<file path="src/rtl/register_file_if.sv">
// Register file access bundle: write port, two read ports,
// scoreboard reserve/flush controls and busy status.
interface register_file_if #(
    parameter int DATA_WIDTH = 32,
    parameter int ADDR_WIDTH = 4
);
    logic                  enable;
    logic [ADDR_WIDTH-1:0] write_addr;
    logic [DATA_WIDTH-1:0] write_data;
    logic [ADDR_WIDTH-1:0] read_addr_a;
    logic [ADDR_WIDTH-1:0] read_addr_b;
    logic [DATA_WIDTH-1:0] read_data_a;
    logic [DATA_WIDTH-1:0] read_data_b;
    logic                  reserve;
    logic [ADDR_WIDTH-1:0] reserve_addr;
    logic                  flush;
    logic                  busy_a;
    logic                  busy_b;
    logic                  any_busy;

    modport master (
        output enable, write_addr, write_data,
        output read_addr_a, read_addr_b,
        output reserve, reserve_addr, flush,
        input  read_data_a, read_data_b,
        input  busy_a, busy_b, any_busy
    );

    modport slave (
        input  enable, write_addr, write_data,
        input  read_addr_a, read_addr_b,
        input  reserve, reserve_addr, flush,
        output read_data_a, read_data_b,
        output busy_a, busy_b, any_busy
    );
endinterface

</file>
<file path="src/rtl/register_file.sv">
// Register file with two combinational read ports, one write
// port and per-register busy bits for in-flight producers.
// Ports: clock, clear (async active-high), bus (slave side):
//   enable/write_addr/write_data  - write port
//   read_addr_a/b, read_data_a/b  - read ports
//   reserve/reserve_addr/flush    - busy-bit control
//   busy_a/b, any_busy            - busy status
module register_file #(
    parameter int                    DATA_WIDTH = 32,
    parameter int                    ADDR_WIDTH = 4,
    parameter logic [DATA_WIDTH-1:0] INIT       = '0,
    parameter bit                    ZERO_REG0  = 1'b1,
    parameter bit                    BYPASS     = 1'b1
) (
    input logic            clock,
    input logic            clear,
    register_file_if.slave bus
);
    localparam int NUM_REGS = 2 ** ADDR_WIDTH;

    logic [DATA_WIDTH-1:0] regs_q [NUM_REGS];
    logic [DATA_WIDTH-1:0] regs_d [NUM_REGS];
    logic [NUM_REGS-1:0]   busy_q;
    logic [NUM_REGS-1:0]   busy_d;

    logic                  wr_ok;
    logic                  rsv_ok;
    logic                  hit_a;
    logic                  hit_b;
    logic [DATA_WIDTH-1:0] rd_a;
    logic [DATA_WIDTH-1:0] rd_b;

    // Register 0 is hardwired when ZERO_REG0 is set, so both
    // writes and reservations to it are simply dropped.
    assign wr_ok = bus.enable &&
        !(ZERO_REG0 && bus.write_addr == '0);
    assign rsv_ok = bus.reserve &&
        !(ZERO_REG0 && bus.reserve_addr == '0);

    always_comb begin
        regs_d = regs_q;
        if (wr_ok) begin
            regs_d[bus.write_addr] = bus.write_data;
        end
    end

    // Later assignments take priority: a write retires the
    // producer, a same-cycle reserve re-arms it, flush beats all.
    always_comb begin
        busy_d = busy_q;
        if (wr_ok) begin
            busy_d[bus.write_addr] = 1'b0;
        end
        if (rsv_ok) begin
            busy_d[bus.reserve_addr] = 1'b1;
        end
        if (bus.flush) begin
            busy_d = '0;
        end
    end

    always_ff @(posedge clock or posedge clear) begin
        if (clear) begin
            for (int i = 0; i < NUM_REGS; i++) begin
                if (ZERO_REG0 && i == 0) begin
                    regs_q[i] <= '0;
                end else begin
                    regs_q[i] <= INIT;
                end
            end
            busy_q <= '0;
        end else begin
            regs_q <= regs_d;
            busy_q <= busy_d;
        end
    end

    assign hit_a = BYPASS && wr_ok &&
        (bus.read_addr_a == bus.write_addr);
    assign hit_b = BYPASS && wr_ok &&
        (bus.read_addr_b == bus.write_addr);

    always_comb begin
        rd_a = regs_q[bus.read_addr_a];
        if (hit_a) begin
            rd_a = bus.write_data;
        end
        if (ZERO_REG0 && bus.read_addr_a == '0) begin
            rd_a = '0;
        end
    end

    always_comb begin
        rd_b = regs_q[bus.read_addr_b];
        if (hit_b) begin
            rd_b = bus.write_data;
        end
        if (ZERO_REG0 && bus.read_addr_b == '0) begin
            rd_b = '0;
        end
    end

    assign bus.read_data_a = rd_a;
    assign bus.read_data_b = rd_b;
    assign bus.busy_a      = busy_q[bus.read_addr_a];
    assign bus.busy_b      = busy_q[bus.read_addr_b];
    assign bus.any_busy    = |busy_q;
endmodule

</file>
<file path="src/flat_wrapper.sv">
// flat-port wrapper written by rule: the top's interface ports become plain ports
module register_file_flat 
#(
    parameter int                    DATA_WIDTH = 32,
    parameter int                    ADDR_WIDTH = 4,
    parameter logic [DATA_WIDTH-1:0] INIT       = '0,
    parameter bit                    ZERO_REG0  = 1'b1,
    parameter bit                    BYPASS     = 1'b1
)
  (clock, clear, bus_enable, bus_write_addr, bus_write_data, bus_read_addr_a, bus_read_addr_b, bus_reserve, bus_reserve_addr, bus_flush, bus_read_data_a, bus_read_data_b, bus_busy_a, bus_busy_b, bus_any_busy);
  register_file_if #(.DATA_WIDTH(DATA_WIDTH), .ADDR_WIDTH(ADDR_WIDTH)) bus_i ();
  input logic clock;
  input logic clear;
  input wire logic [$bits(bus_i.enable)-1:0] bus_enable;
  input wire logic [$bits(bus_i.write_addr)-1:0] bus_write_addr;
  input wire logic [$bits(bus_i.write_data)-1:0] bus_write_data;
  input wire logic [$bits(bus_i.read_addr_a)-1:0] bus_read_addr_a;
  input wire logic [$bits(bus_i.read_addr_b)-1:0] bus_read_addr_b;
  input wire logic [$bits(bus_i.reserve)-1:0] bus_reserve;
  input wire logic [$bits(bus_i.reserve_addr)-1:0] bus_reserve_addr;
  input wire logic [$bits(bus_i.flush)-1:0] bus_flush;
  output wire logic [$bits(bus_i.read_data_a)-1:0] bus_read_data_a;
  output wire logic [$bits(bus_i.read_data_b)-1:0] bus_read_data_b;
  output wire logic [$bits(bus_i.busy_a)-1:0] bus_busy_a;
  output wire logic [$bits(bus_i.busy_b)-1:0] bus_busy_b;
  output wire logic [$bits(bus_i.any_busy)-1:0] bus_any_busy;
  assign bus_i.enable = bus_enable;
  assign bus_i.write_addr = bus_write_addr;
  assign bus_i.write_data = bus_write_data;
  assign bus_i.read_addr_a = bus_read_addr_a;
  assign bus_i.read_addr_b = bus_read_addr_b;
  assign bus_i.reserve = bus_reserve;
  assign bus_i.reserve_addr = bus_reserve_addr;
  assign bus_i.flush = bus_flush;
  assign bus_read_data_a = bus_i.read_data_a;
  assign bus_read_data_b = bus_i.read_data_b;
  assign bus_busy_a = bus_i.busy_a;
  assign bus_busy_b = bus_i.busy_b;
  assign bus_any_busy = bus_i.any_busy;
  register_file #(.DATA_WIDTH(DATA_WIDTH), .ADDR_WIDTH(ADDR_WIDTH), .INIT(INIT), .ZERO_REG0(ZERO_REG0), .BYPASS(BYPASS)) u_core (.clock(clock), .clear(clear), .bus(bus_i));
endmodule
</file>
<file path="config.mk">
export PLATFORM = sky130hd
export DESIGN_NAME = register_file_flat
export DESIGN_NICKNAME = d
export VERILOG_FILES = /design/src/rtl/register_file_if.sv /design/src/rtl/register_file.sv /design/src/flat_wrapper.sv
export SDC_FILE = /design/constraint.sdc
export NUM_CORES = 1
export LEC_CHECK = 0
export BUFFER_PORTS_ARGS = -buffer_cell sky130_fd_sc_hd__buf_2
export CORE_MARGIN = 2
export CORE_UTILIZATION = 55
export DETAILED_ROUTE_END_ITERATION = 12
export PLACE_DENSITY = 0.72
export SYNTH_ARGS = -nofsm -noshare
export SYNTH_HDL_FRONTEND = slang
export SYNTH_SLANG_ARGS = --single-unit
</file>
<file path="constraint.sdc">
create_clock -name clock -period 42.6 [get_ports clock]
set_input_delay 6.39 -clock clock [delete_from_list [all_inputs] [get_ports clock]]
set_output_delay 6.39 -clock clock [all_outputs]
set_load 0.1 [all_outputs]
</file>
# After elaboration in Yosys (flattened, before gate mapping)
# Index checks and enable logic that the tools add are counted.
# classes
mux	24
n_eq_ne	2
bitwise	6
n_reduce_logical	14
magnitude_cmp	10
# op_table
op	count
$bwmux W512	1
$mux W32	9
$bmux W32 S4	2
$demux W32 S4	1
$mux W16	3
$lt A4 B5 Y1 const B	4
$and A16 B16 Y16	1
$logic_not A4 Y1	4
$not A16 Y16	1
$or A16 B16 Y16	1
$reduce_or A16 Y1	1
$ge A5 B5 Y1 const B	3
$not A4 Y5	3
$bmux W1 S4	2
$demux W1 S4	2
$eq A4 B4 Y1	2
$ge A4 B1 Y1 const B	2
$logic_and A1 B1 Y1	7
$lt A5 B1 Y1 const B	1
$mux W1	4
$logic_not A1 Y1	2
# totals
out_inout_bits	67
inputBits	53
elab_cells	73
reg_bits	528

# Depth between registers and ports, before layout
# logic_depth
ltp_word	10
ltp_mapped	7
depth_no_buf	4

# Least setup slack after synthesis
# Ideal clock, no wire load.
# synth_path
kind	input to output
from	input bus_read_addr_a[2]
to	output bus_busy_a
arrival_time_ps	8826
path_slack_ps	27384
cell_stages	6
required_time_ps	36210
n_path_buf	3
path_cell_list	buf_2 -> buf_2 -> buf_1 -> mux4_2 -> mux2i_1 -> a21oi_1
# synth_between
elab_chain_len	2
# synth_lines
element	line_no	rtl
start, declared	flat_wrapper.sv:17	input wire logic [$bits(bus_i.read_addr_a)-1:0] bus_read_addr_a;
$bmux W1 S4	register_file.sv:105	assign bus.busy_a = busy_q[bus.read_addr_a];
$mux W1 (implied by the code)	register_file.sv:105	
end, declared	flat_wrapper.sv:24	output wire logic [$bits(bus_i.busy_a)-1:0] bus_busy_a;
# No other way between the ends. The select of a mux whose other input is x is not followed.

# Final worst setup path
# layout_path
from	input bus_read_addr_a[1]
to	output bus_read_data_a[9]
# layout_between
elab_chain_len	6
word_cells_on_any_way	9
classes_between	eq/ne: 1; mux: 5; bitwise: 1; reduce/logical: 2
# layout_lines
element	line_no	rtl
$not A4 Y5 (implied by the code)	register_file.sv:84	rd_a = regs_q[bus.read_addr_a];
$bmux W32 S4	register_file.sv:84	
$mux W32 (implied by the code) (2 in a row)	register_file.sv:84	
$mux W32	register_file.sv:85	if (hit_a) begin
$mux W32 (*)	register_file.sv:88	if (ZERO_REG0 && bus.read_addr_a == '0) begin
end, declared	flat_wrapper.sv:22	output wire logic [$bits(bus_i.read_data_a)-1:0] bus_read_data_a;
# Every way passes the cells marked *; elsewhere a longest branch is shown, timed or not. The select of a mux whose other input is x is not followed.

==> metrics <==
status finished, final reports clean; Fmax achieved 61.6 MHz; # resized after CTS 0; layout cells sized above 1 34.3%; initial antenna violation count 1; total placed instance area 29600 um2; Slew Limit Headroom 20.0%; clk root buf clkbuf_16; CTS tree done; worst-path cell chain buf_6, buf_4, buf_4, mux4_2, mux2i_1, mux2i_1, a22o_1, buf_2; final setup TNS 0 ns; HPWL after DPL 40.9 mm; final-layout fill cell count 3798; core footprint 51600 um2; post-synthesis sequential area ratio 45.7%; CTS Hold Buffers Added 0; CP startpoint kind input port; Layout area overhead 9.27%; port bufs 119; reg2reg start u_core.regs_q[466]$_DFFE_PP0P_; Area contributors post-synth dfrtp_1 (46%), mux4_2 (19%), mux2_1 (13%); CP Capture Type output port; cells after synthesis 1852; vias in the first global route 18149; Synth Cell Area 28900 um2; Final Setup Violations 0; Die Area 54400 um2; Post-CTS Repair Setup Buffers 0; antenna cell count 0; maximum vdd drop 0.0459 mV; DRT iter0 DRCs 1252; worst skew pair latency 0.62 ns; clock buffer depth 3; P per Cell Area 53.3 nW/um2; Design Area, Final 31600 um2; Avg Vias per Cell 6.72; Synth area leader dfrtp_1; Layout Utilization 61.2%; Crit path largest cell delay 0.73 ns; global-route wire length before repair 113 mm; R2R depth 1; worst reg2reg setup slack 41.77 ns; Worst-path clk slew 0.06 ns; CP Class in -> out; Final nets 1900; Crit-path slowest cell buf_4; Starting Density 56.0%; clk sinks 528; critical-path maximum fanout 37; Global Route Usage Sum 27.8%; Leak 13.8 nW; fin crit period 16.24 ns; CTS buffer count 58; Worst Tran Pin Value 1.20 ns; Synth Register Bits 528; period utilization 38.1%; max_cap viols 0; DRC 0; placed instance count 2467; # IOs 120; Die X 233 um; worst reg2reg path endpoint u_core.regs_q[466]$_DFFE_PP0P_; pin count of the biggest net entering global routing 169; RD Place Congestion 0.792; routed wire length 73.3 mm; CP Data Required Time 36.21 ns; top cell type's share of synthesized area 45.7%; Vias 17263; non-filler cells, final 2569; Hold Path Sink u_core.regs_q[498]$_DFFE_PP0P_; Detail Route Antenna Nets 0; syn nets 1905; routed length per instance 28.5 um; clk_skew 0 ns; GRT Residual Overflow 0; drt first pass iters 5; syn_area_per_cell 15.6 um2; RSZ-0062 raised after global routing false; Hold Path Origin u_core.regs_q[498]$_DFFE_PP0P_; hold path depth 0; chip height 233 um; FP Rows 83; Final Hold Violating Endpoints 0; fin. max-slew vios 0; Distinct cells, synth 35; hold crit path type reg -> reg; total power 0.00168 W; YS warnings 0; crit path DAT 9.85 ns; H-tree lvl count 2
critical path: cells and delay by family:
family / cells / cell delay (ns)
AOI/OAI and AO/OA: 1 / 0.27
muxes: 3 / 0.94
buffers and inverters: 4 / 2.11
cell usage after synthesis:
cell type  instances
clkbuf_4           2
mux4_1            18
xor2_1             8
buf_6             11
and2_1             2
mux2_1           345
a211oi_1           2
buf_1              5
buf_12             4
nor4_1             8
inv_1              1
a22oi_1            3
buf_4             19
a21oi_1           15
a32oi_1            1
buf_2             83
o41a_1             1
mux4_4             2
buf_8              2
dfrtp_1          528
nor2b_1            4
nand3b_1           4
nor3b_1            1
o21ai_0            9
nor2_1            19
clkbuf_1          92
and3_1             2
mux2_2           135
nand3_1            5
nand4_1            2
nand2b_1           8
a22o_1            64
mux2i_1          194
nand2_1            9
mux4_2           244
flip-flops by register name, summed over array words and instances (netlist names):
| signal | count |
|---|---|
| u_core.regs_q | 512 |
| u_core.busy_q | 16 |
routing by layer:
layer	global-route usage, %	vias up	wire [um]
met1	40.5	9407	32000
met4	7.70	2	1630
met2	44.1	566	35100
li1	-	7173	-
met5	0	-	13
met3	4.05	115	4490
stage by stage:
step           hold WS [ns]  setup slack, ns
2_1_floorplan         0.441            21.46
3_3_place_gp          0.377            26.33
6_report              0.393            26.36
4_1_cts               0.396            26.35
3_5_place_dp          0.383            26.36
5_1_grt               0.407            26.17
cell usage in the layout (no fill, tap or decap), types with 2 or more instances in the layout:
cell type,n
dfrtp_1,528
mux2_1,345
mux4_2,244
mux2i_1,194
mux2_2,135
buf_2,113
a22o_1,64
clkbuf_16,58
buf_4,32
mux4_1,18
clkbuf_8,16
a21oi_1,13
clkinv_2,11
nor2_1,10
nor2_4,9
nand2_1,9
o21ai_0,9
xor2_1,8
nor4_1,8
clkbuf_1,8
bufinv_16,6
buf_6,6
nand3_1,5
nand2b_2,5
nand3b_1,4
nor2b_1,4
nand2b_1,3
a22oi_1,3
and2_2,2
a21oi_4,2
mux4_4,2
nand4_1,2
a211oi_1,2
inv_6,2
buf_12,2
how the worst max path moves through the flow:
stage                            start                    endpoint
global placement    bus_read_addr_a[1]          bus_read_data_a[9]
finish              bus_read_addr_a[1]          bus_read_data_a[9]
global route        bus_read_addr_b[1]          bus_read_data_b[3]
floorplan                        clear  u_core.busy_q[0]$_DFF_PP0_
CTS                 bus_read_addr_a[1]          bus_read_data_a[9]
detailed placement  bus_read_addr_a[1]          bus_read_data_a[9]
area by class of cell:
class	count	area, um2	area share, %
clock buffer	82	1700	5.39
multi-input combinational	1105	14600	46.3
timing repair buffer	153	913	2.89
clock inverter	20	269	0.852
tap	680	851	2.70
sequential	528	13200	41.9
inverter	1	11.3	0.0357
logic make-up (layout without fill, tap and decap cells):
family                 count (synthesis)  after routing  synth area share [%]
flip-flops                           528            528                  45.7
multiplexers                         938            938                  46.3
AND/OR/NAND/NOR                       64             64                  1.14
XOR/XNOR                               8              8                 0.243
buffers and inverters                219            256                  4.07
AO/OA/AOI/OAI                         95             95                  2.56
where the power goes:
| group | switching [W] | internal (W) |
|---|---|---|
| sequential | 0.0000755 | 0.000609 |
| clock | 0.000207 | 0.000312 |
| combinational | 0.000273 | 0.000207 |
| total | 0.000555 | 0.00113 |
No activity file was read; power rests on OpenSTA's default activity.
